--- src/rtl/param_dec_scan_if.sv ---
`default_nettype none
// ============================================================================
// Module      : param_dec_scan_if
// Description : Control and decode-output bundle for param_dec_scan.
// Revision    : 1.0  initial release
// ============================================================================
interface param_dec_scan_if #(
    parameter int SEL_W = 2
) ();
    localparam int c_n_out = 2 ** SEL_W;

    logic               en;
    logic               mode;
    logic [SEL_W-1:0]   sel;
    logic               sel_vld;
    logic [c_n_out-1:0] y;
    logic [SEL_W-1:0]   idx;
    logic               wrap;

    modport master (
        output en, mode, sel, sel_vld,
        input  y, idx, wrap
    );

    modport slave (
        input  en, mode, sel, sel_vld,
        output y, idx, wrap
    );
endinterface
`default_nettype wire

--- src/rtl/param_dec_scan.sv ---
`default_nettype none
// ============================================================================
// Module      : param_dec_scan
// Description : Registered 1-of-N decoder with direct select and auto-scan.
// Revision    : 1.0  initial release
// ============================================================================
module param_dec_scan #(
    parameter int SEL_W    = 2,
    parameter int SCAN_DIV = 4,
    parameter int ACT_LOW  = 0
) (
    input  wire             clk,
    input  wire             rst_n,
    param_dec_scan_if.slave bus
);
    localparam int c_n_out = 2 ** SEL_W;
    localparam int c_div_w = (SCAN_DIV > 1) ? $clog2(SCAN_DIV) : 1;

    localparam logic [c_div_w-1:0] c_div_last = c_div_w'(SCAN_DIV - 1);
    localparam logic [c_div_w-1:0] c_div_one  = c_div_w'(1);
    localparam logic [SEL_W-1:0]   c_idx_last = SEL_W'(c_n_out - 1);
    localparam logic [SEL_W-1:0]   c_idx_one  = SEL_W'(1);
    localparam logic [c_n_out-1:0] c_y_off    = {c_n_out{ACT_LOW != 0}};

    typedef enum logic [1:0] {
        S_IDLE       = 2'd0,
        S_DIRECT     = 2'd1,
        S_SCAN_HOLD  = 2'd2,
        S_SCAN_BLANK = 2'd3
    } state_t;

    state_t             r_state;
    state_t             w_state_nxt;
    logic [SEL_W-1:0]   r_idx;
    logic [SEL_W-1:0]   w_idx_nxt;
    logic [c_div_w-1:0] r_div;
    logic [c_div_w-1:0] w_div_nxt;
    logic               r_wrap;
    logic               w_wrap_nxt;
    logic [c_n_out-1:0] r_y;
    logic [c_n_out-1:0] w_dec;
    logic [c_n_out-1:0] w_y_nxt;
    logic               w_lit;

    // Disable wins over everything; mode then picks direct vs. scan sequencing.
    always_comb begin
        w_state_nxt = r_state;
        w_idx_nxt   = r_idx;
        w_div_nxt   = '0;
        w_wrap_nxt  = 1'b0;
        if (!bus.en) begin
            w_state_nxt = S_IDLE;
        end else if (!bus.mode) begin
            w_state_nxt = S_DIRECT;
            if (bus.sel_vld) begin
                w_idx_nxt = bus.sel;
            end
        end else begin
            case (r_state)
                S_SCAN_HOLD: begin
                    if (r_div == c_div_last) begin
                        w_state_nxt = S_SCAN_BLANK;
                    end else begin
                        w_div_nxt = r_div + c_div_one;
                    end
                end
                S_SCAN_BLANK: begin
                    w_state_nxt = S_SCAN_HOLD;
                    w_idx_nxt   = r_idx + c_idx_one;
                    w_wrap_nxt  = (r_idx == c_idx_last);
                end
                default: begin
                    w_state_nxt = S_SCAN_HOLD;
                    w_idx_nxt   = '0;
                end
            endcase
        end
        w_lit = (w_state_nxt == S_DIRECT) || (w_state_nxt == S_SCAN_HOLD);
    end

    // Decode the next index so y lands in the same cycle as idx.
    for (genvar gi = 0; gi < c_n_out; gi++) begin : g_dec
        localparam logic [SEL_W-1:0] c_code = SEL_W'(gi);
        assign w_dec[gi] = w_lit && (w_idx_nxt == c_code);
    end

    assign w_y_nxt = w_dec ^ c_y_off;

    always_ff @(posedge clk or negedge rst_n) begin
        if (!rst_n) begin
            r_state <= S_IDLE;
            r_idx   <= '0;
            r_div   <= '0;
            r_wrap  <= 1'b0;
            r_y     <= c_y_off;
        end else begin
            r_state <= w_state_nxt;
            r_idx   <= w_idx_nxt;
            r_div   <= w_div_nxt;
            r_wrap  <= w_wrap_nxt;
            r_y     <= w_y_nxt;
        end
    end

    assign bus.y    = r_y;
    assign bus.idx  = r_idx;
    assign bus.wrap = r_wrap;
endmodule
`default_nettype wire

--- src/flat_wrapper.sv ---
// flat-port wrapper written by rule: the top's interface ports become plain ports
module param_dec_scan_flat 
#(
    parameter int SEL_W    = 2,
    parameter int SCAN_DIV = 4,
    parameter int ACT_LOW  = 0
)
  (clk, rst_n, bus_en, bus_mode, bus_sel, bus_sel_vld, bus_y, bus_idx, bus_wrap);
  param_dec_scan_if #(.SEL_W(SEL_W)) bus_i ();
  input  wire clk;
  input  wire rst_n;
  input wire logic [$bits(bus_i.en)-1:0] bus_en;
  input wire logic [$bits(bus_i.mode)-1:0] bus_mode;
  input wire logic [$bits(bus_i.sel)-1:0] bus_sel;
  input wire logic [$bits(bus_i.sel_vld)-1:0] bus_sel_vld;
  output wire logic [$bits(bus_i.y)-1:0] bus_y;
  output wire logic [$bits(bus_i.idx)-1:0] bus_idx;
  output wire logic [$bits(bus_i.wrap)-1:0] bus_wrap;
  assign bus_i.en = bus_en;
  assign bus_i.mode = bus_mode;
  assign bus_i.sel = bus_sel;
  assign bus_i.sel_vld = bus_sel_vld;
  assign bus_y = bus_i.y;
  assign bus_idx = bus_i.idx;
  assign bus_wrap = bus_i.wrap;
  param_dec_scan #(.SEL_W(SEL_W), .SCAN_DIV(SCAN_DIV), .ACT_LOW(ACT_LOW)) u_core (.clk(clk), .rst_n(rst_n), .bus(bus_i));
endmodule
--- config.mk ---
export PLATFORM = sky130hd
export DESIGN_NAME = param_dec_scan_flat
export DESIGN_NICKNAME = d
export VERILOG_FILES = /design/src/rtl/param_dec_scan_if.sv /design/src/rtl/param_dec_scan.sv /design/src/flat_wrapper.sv
export SDC_FILE = /design/constraint.sdc
export NUM_CORES = 1
export LEC_CHECK = 0
export CAP_MARGIN = 5
export CELL_PAD_IN_SITES_DETAIL_PLACEMENT = 0
export CELL_PAD_IN_SITES_GLOBAL_PLACEMENT = 1
export CORE_UTILIZATION = 35
export DETAILED_ROUTE_END_ITERATION = 8
export PLACE_DENSITY_LB_ADDON = 0.2
export SYNTH_ARGS = -nofsm -noshare
export SYNTH_HDL_FRONTEND = slang
export SYNTH_SLANG_ARGS = --single-unit
export TNS_END_PERCENT = 5
--- constraint.sdc ---
create_clock -name clk -period 1.8 [get_ports clk]
set_input_delay 0.27 -clock clk [delete_from_list [all_inputs] [get_ports clk]]
set_output_delay 0.27 -clock clk [all_outputs]
set_load 0.02 [all_outputs]
==> run_results.csv <==
group,metric,value,unit
worst_setup_path,cpPeakStageDelay,640,ps
worst_setup_path,ff2ff_path_depth,4,
logic_synthesis,synth_top_area_share,0.514,
sta,finalMaxSlewViolations,0,
global_routing,grt_pass1_vias,327,
sta,tightest_slew,484,ps
sta,setup_ws,166,ps
worst_setup_path,path_max_fanout,6,
routing,finalWirelength,920,um
global_routing,grt_usage,0.145,
worst_setup_path,path_cells,"clkdlybuf4s50_1",
worst_setup_path,path_class,"reg -> out",
worst_setup_path,crit_required,1530,ps
clock_tree,cts-hold-fix-buffers,0,
hold_path,min_path_type,"in -> async",
worst_setup_path,slowest_stage,"clkdlybuf4s50_1",
logic_synthesis,yosysUniqueCellTypes,24,
logic_synthesis,yosys.area.top_type,"dfrtp_1",
global_routing,grt_max_degree,12,
logic_synthesis,syn_area,536,um^2
clock_tree,numCtsBuffers,3,
logic_synthesis,synth-seq-cells,11,
power,peakVddDrop,0.302,mV
routing,ant_nets,0,
logic_synthesis,synth_warnings,0,
place,dp_hpwl,671,um
flow_run,max_cap_violations,0,
routing,drc,0,
global_routing,grt_overflow,0,
clock_tree,clkTransAtPathRegs,70,ps
worst_setup_path,cp_num_cells,1,
clock_tree,root_buffer,"clkbuf_4",
layout,drive_above_1_share,0.148,
worst_setup_path,endpoint_kind,"primary output",
logic_synthesis,syn_area_per_cell,12.2,um^2
clock_tree,worstSkewPairLatency,270,ps
power,seqPwrFrac,0.497,
power,p_sw,150,uW
routing,via_per_inst,5.32,
power,clkPwrFrac,0.300,
layout,areaGrowthSynthToFinish,32.7,%
sta,period_share,0.908,
place,dp_cells,72,
clock_tree,cts_resized,0,
global_routing,antenna_found_initial,0,
clock_tree,htree_levels,1,
layout,n_antenna_cell,0,
routing,drt_first_pass_iters,4,
worst_setup_path,regToRegSetupSlack,330,ps
logic_synthesis,synth_seq_area_share,0.514,
clock_tree,clockBufferDepth,2,
power,p_int,406,uW
clock_tree,cts_tree,"done",
layout,nets,71,
worst_setup_path,crit_family,"buffers and inverters",
status,outcome,"completed",
power,finalPower,556,uW
clock_tree,cts.sinks,11,
power,pwr-share-comb,0.203,
global_routing,grt_pass1_wl,1470,um
worst_setup_path,cp-start-kind,"flip-flop",
routing,drt_iter0_markers,14,
sta,hold_ws,329,ps
logic_synthesis,netlist_instances,44,
place,numPortBuffers,13,
floorplan,die_h,41.1,um
clock_tree,cts_setup_buffers,0,
floorplan,io_pins,14,
sta,slew_headroom,0.676,
worst_setup_path,worstPathArrival,1360,ps
worst_setup_path,cp_num_buf_inv,1,
floorplan,die_area,1690,um^2
floorplan,die_x,41.1,um
sta,skew,0.559,ps
layout,instances_no_fill,76,
logic_synthesis,synthTopCellsByArea,"dfrtp_1, nand3b_1, ha_1",
sta,final-setup-viol-count,0,
sta,hold_violations,0,
floorplan,start_util,0.392,
sta,max_freq,612,MHz
routing,via_count,404,
power,powerDensity,782,nW/um^2
power,power.leakage,0.299,nW
logic_synthesis,synth_nets,53,
routing,wl_per_cell,12.1,um
sta,fin_crit,1630,ps
power,switching_share,0.270,
sta,setup-tns-final,0,ps
place,routabilityCongestion,0.769,
floorplan,coreArea,1370,um^2
floorplan,row_count,13,
sta,rsz0062_at_grt,"no",
place,post-place-ws,108,ps
Yosys cell counts:
cell / number
a21oi_4: 1
o22a_1: 1
nand3b_1: 4
nand4b_1: 2
buf_4: 1
nand2_1: 1
and2_1: 1
or2_2: 1
a21boi_0: 1
o21ai_0: 1
ha_1: 2
inv_1: 2
o2111a_1: 2
nand3_1: 1
nor4_1: 1
nor4_2: 1
nor2_1: 2
o22ai_1: 1
nand2b_1: 2
mux2i_1: 2
and4_4: 1
dfrtp_1: 11
and4_2: 1
nor3_1: 1
sequential cells by signal (all words and copies together) (netlist names):
register / cells
u_core.r_state: 2
u_core.r_div: 2
u_core.bus.y: 4
u_core.bus.idx: 2
u_core.bus.wrap: 1
logic make-up (layout without fill, tap and decap cells):
kind of cell / Yosys count / count (layout) / synth area share
AND/OR/NAND/NOR: 19 / 19 / 0.250
flip-flops: 11 / 11 / 0.514
AO/OA/AOI/OAI: 7 / 7 / 0.124
buffers and inverters: 3 / 20 / 0.0280
adder cells (fa/ha/maj): 2 / 2 / 0.0467
multiplexers: 2 / 2 / 0.0374
worst paths after layout:
path	startpoint	end
max	u_core.bus.idx[0]$_DFF_PN0_	bus_idx[0]
min	rst_n	u_core.bus.y[2]$_DFF_PN0_
max reg2reg	u_core.bus.idx[0]$_DFF_PN0_	u_core.bus.y[1]$_DFF_PN0_
min reg2reg	u_core.r_div[0]$_DFF_PN0_	u_core.r_div[0]$_DFF_PN0_
max in group asynchronous	rst_n	u_core.r_div[1]$_DFF_PN0_
min in group clk	u_core.r_div[0]$_DFF_PN0_	u_core.r_div[0]$_DFF_PN0_
layout by cell type (no fill, tap or decap):
| cell type | n |
|---|---|
| a21boi_0 | 1 |
| a21oi_4 | 1 |
| and2_1 | 1 |
| and4_2 | 1 |
| and4_4 | 1 |
| buf_4 | 1 |
| clkbuf_1 | 1 |
| clkbuf_4 | 3 |
| clkdlybuf4s50_1 | 13 |
| dfrtp_1 | 11 |
| ha_1 | 2 |
| inv_1 | 2 |
| mux2i_1 | 2 |
| nand2_1 | 1 |
| nand2b_1 | 2 |
| nand3_1 | 1 |
| nand3b_1 | 4 |
| nand4b_1 | 2 |
| nor2_1 | 2 |
| nor3_1 | 1 |
| nor4_1 | 1 |
| nor4_2 | 1 |
| o2111a_1 | 2 |
| o21ai_0 | 1 |
| o22a_1 | 1 |
| o22ai_1 | 1 |
| or2_2 | 1 |
routing by layer:
metal / wire length (um) / GRT usage / up-vias
met5: 0 / 0 / -
met4: 16 / 0.0968 / 0
met3: 74 / 0.0489 / 2
met2: 375 / 0.184 / 18
met1: 454 / 0.201 / 186
li1: - / - / 198
per-stage QoR:
step	area [um^2]	utilization
2_1_floorplan	536	-
4_1_cts	711	0.520
6_report	711	0.520
3_5_place_dp	684	0.501
3_3_place_gp	684	0.501
5_1_grt	711	0.520
power by group through the flow:
stage	clock [mW]	combinational, mW	sequential (mW)
floorplan	0	0.0483	0.292
global placement	0	0.114	0.281
detailed placement	0	0.114	0.280
CTS	0.172	0.114	0.276
global route	0.190	0.124	0.279
finish	0.167	0.113	0.276
cell type report:
| cell class | instances | area [um^2] |
|---|---|---|
| fill | 146 | 656 |
| sequential | 11 | 275 |
| multi-input combinational | 30 | 245 |
| timing repair buffer | 14 | 138 |
| clock buffer | 4 | 26.3 |
| tap | 15 | 18.8 |
| inverter | 2 | 7.51 |
No activity file was read; power rests on OpenSTA's default activity.
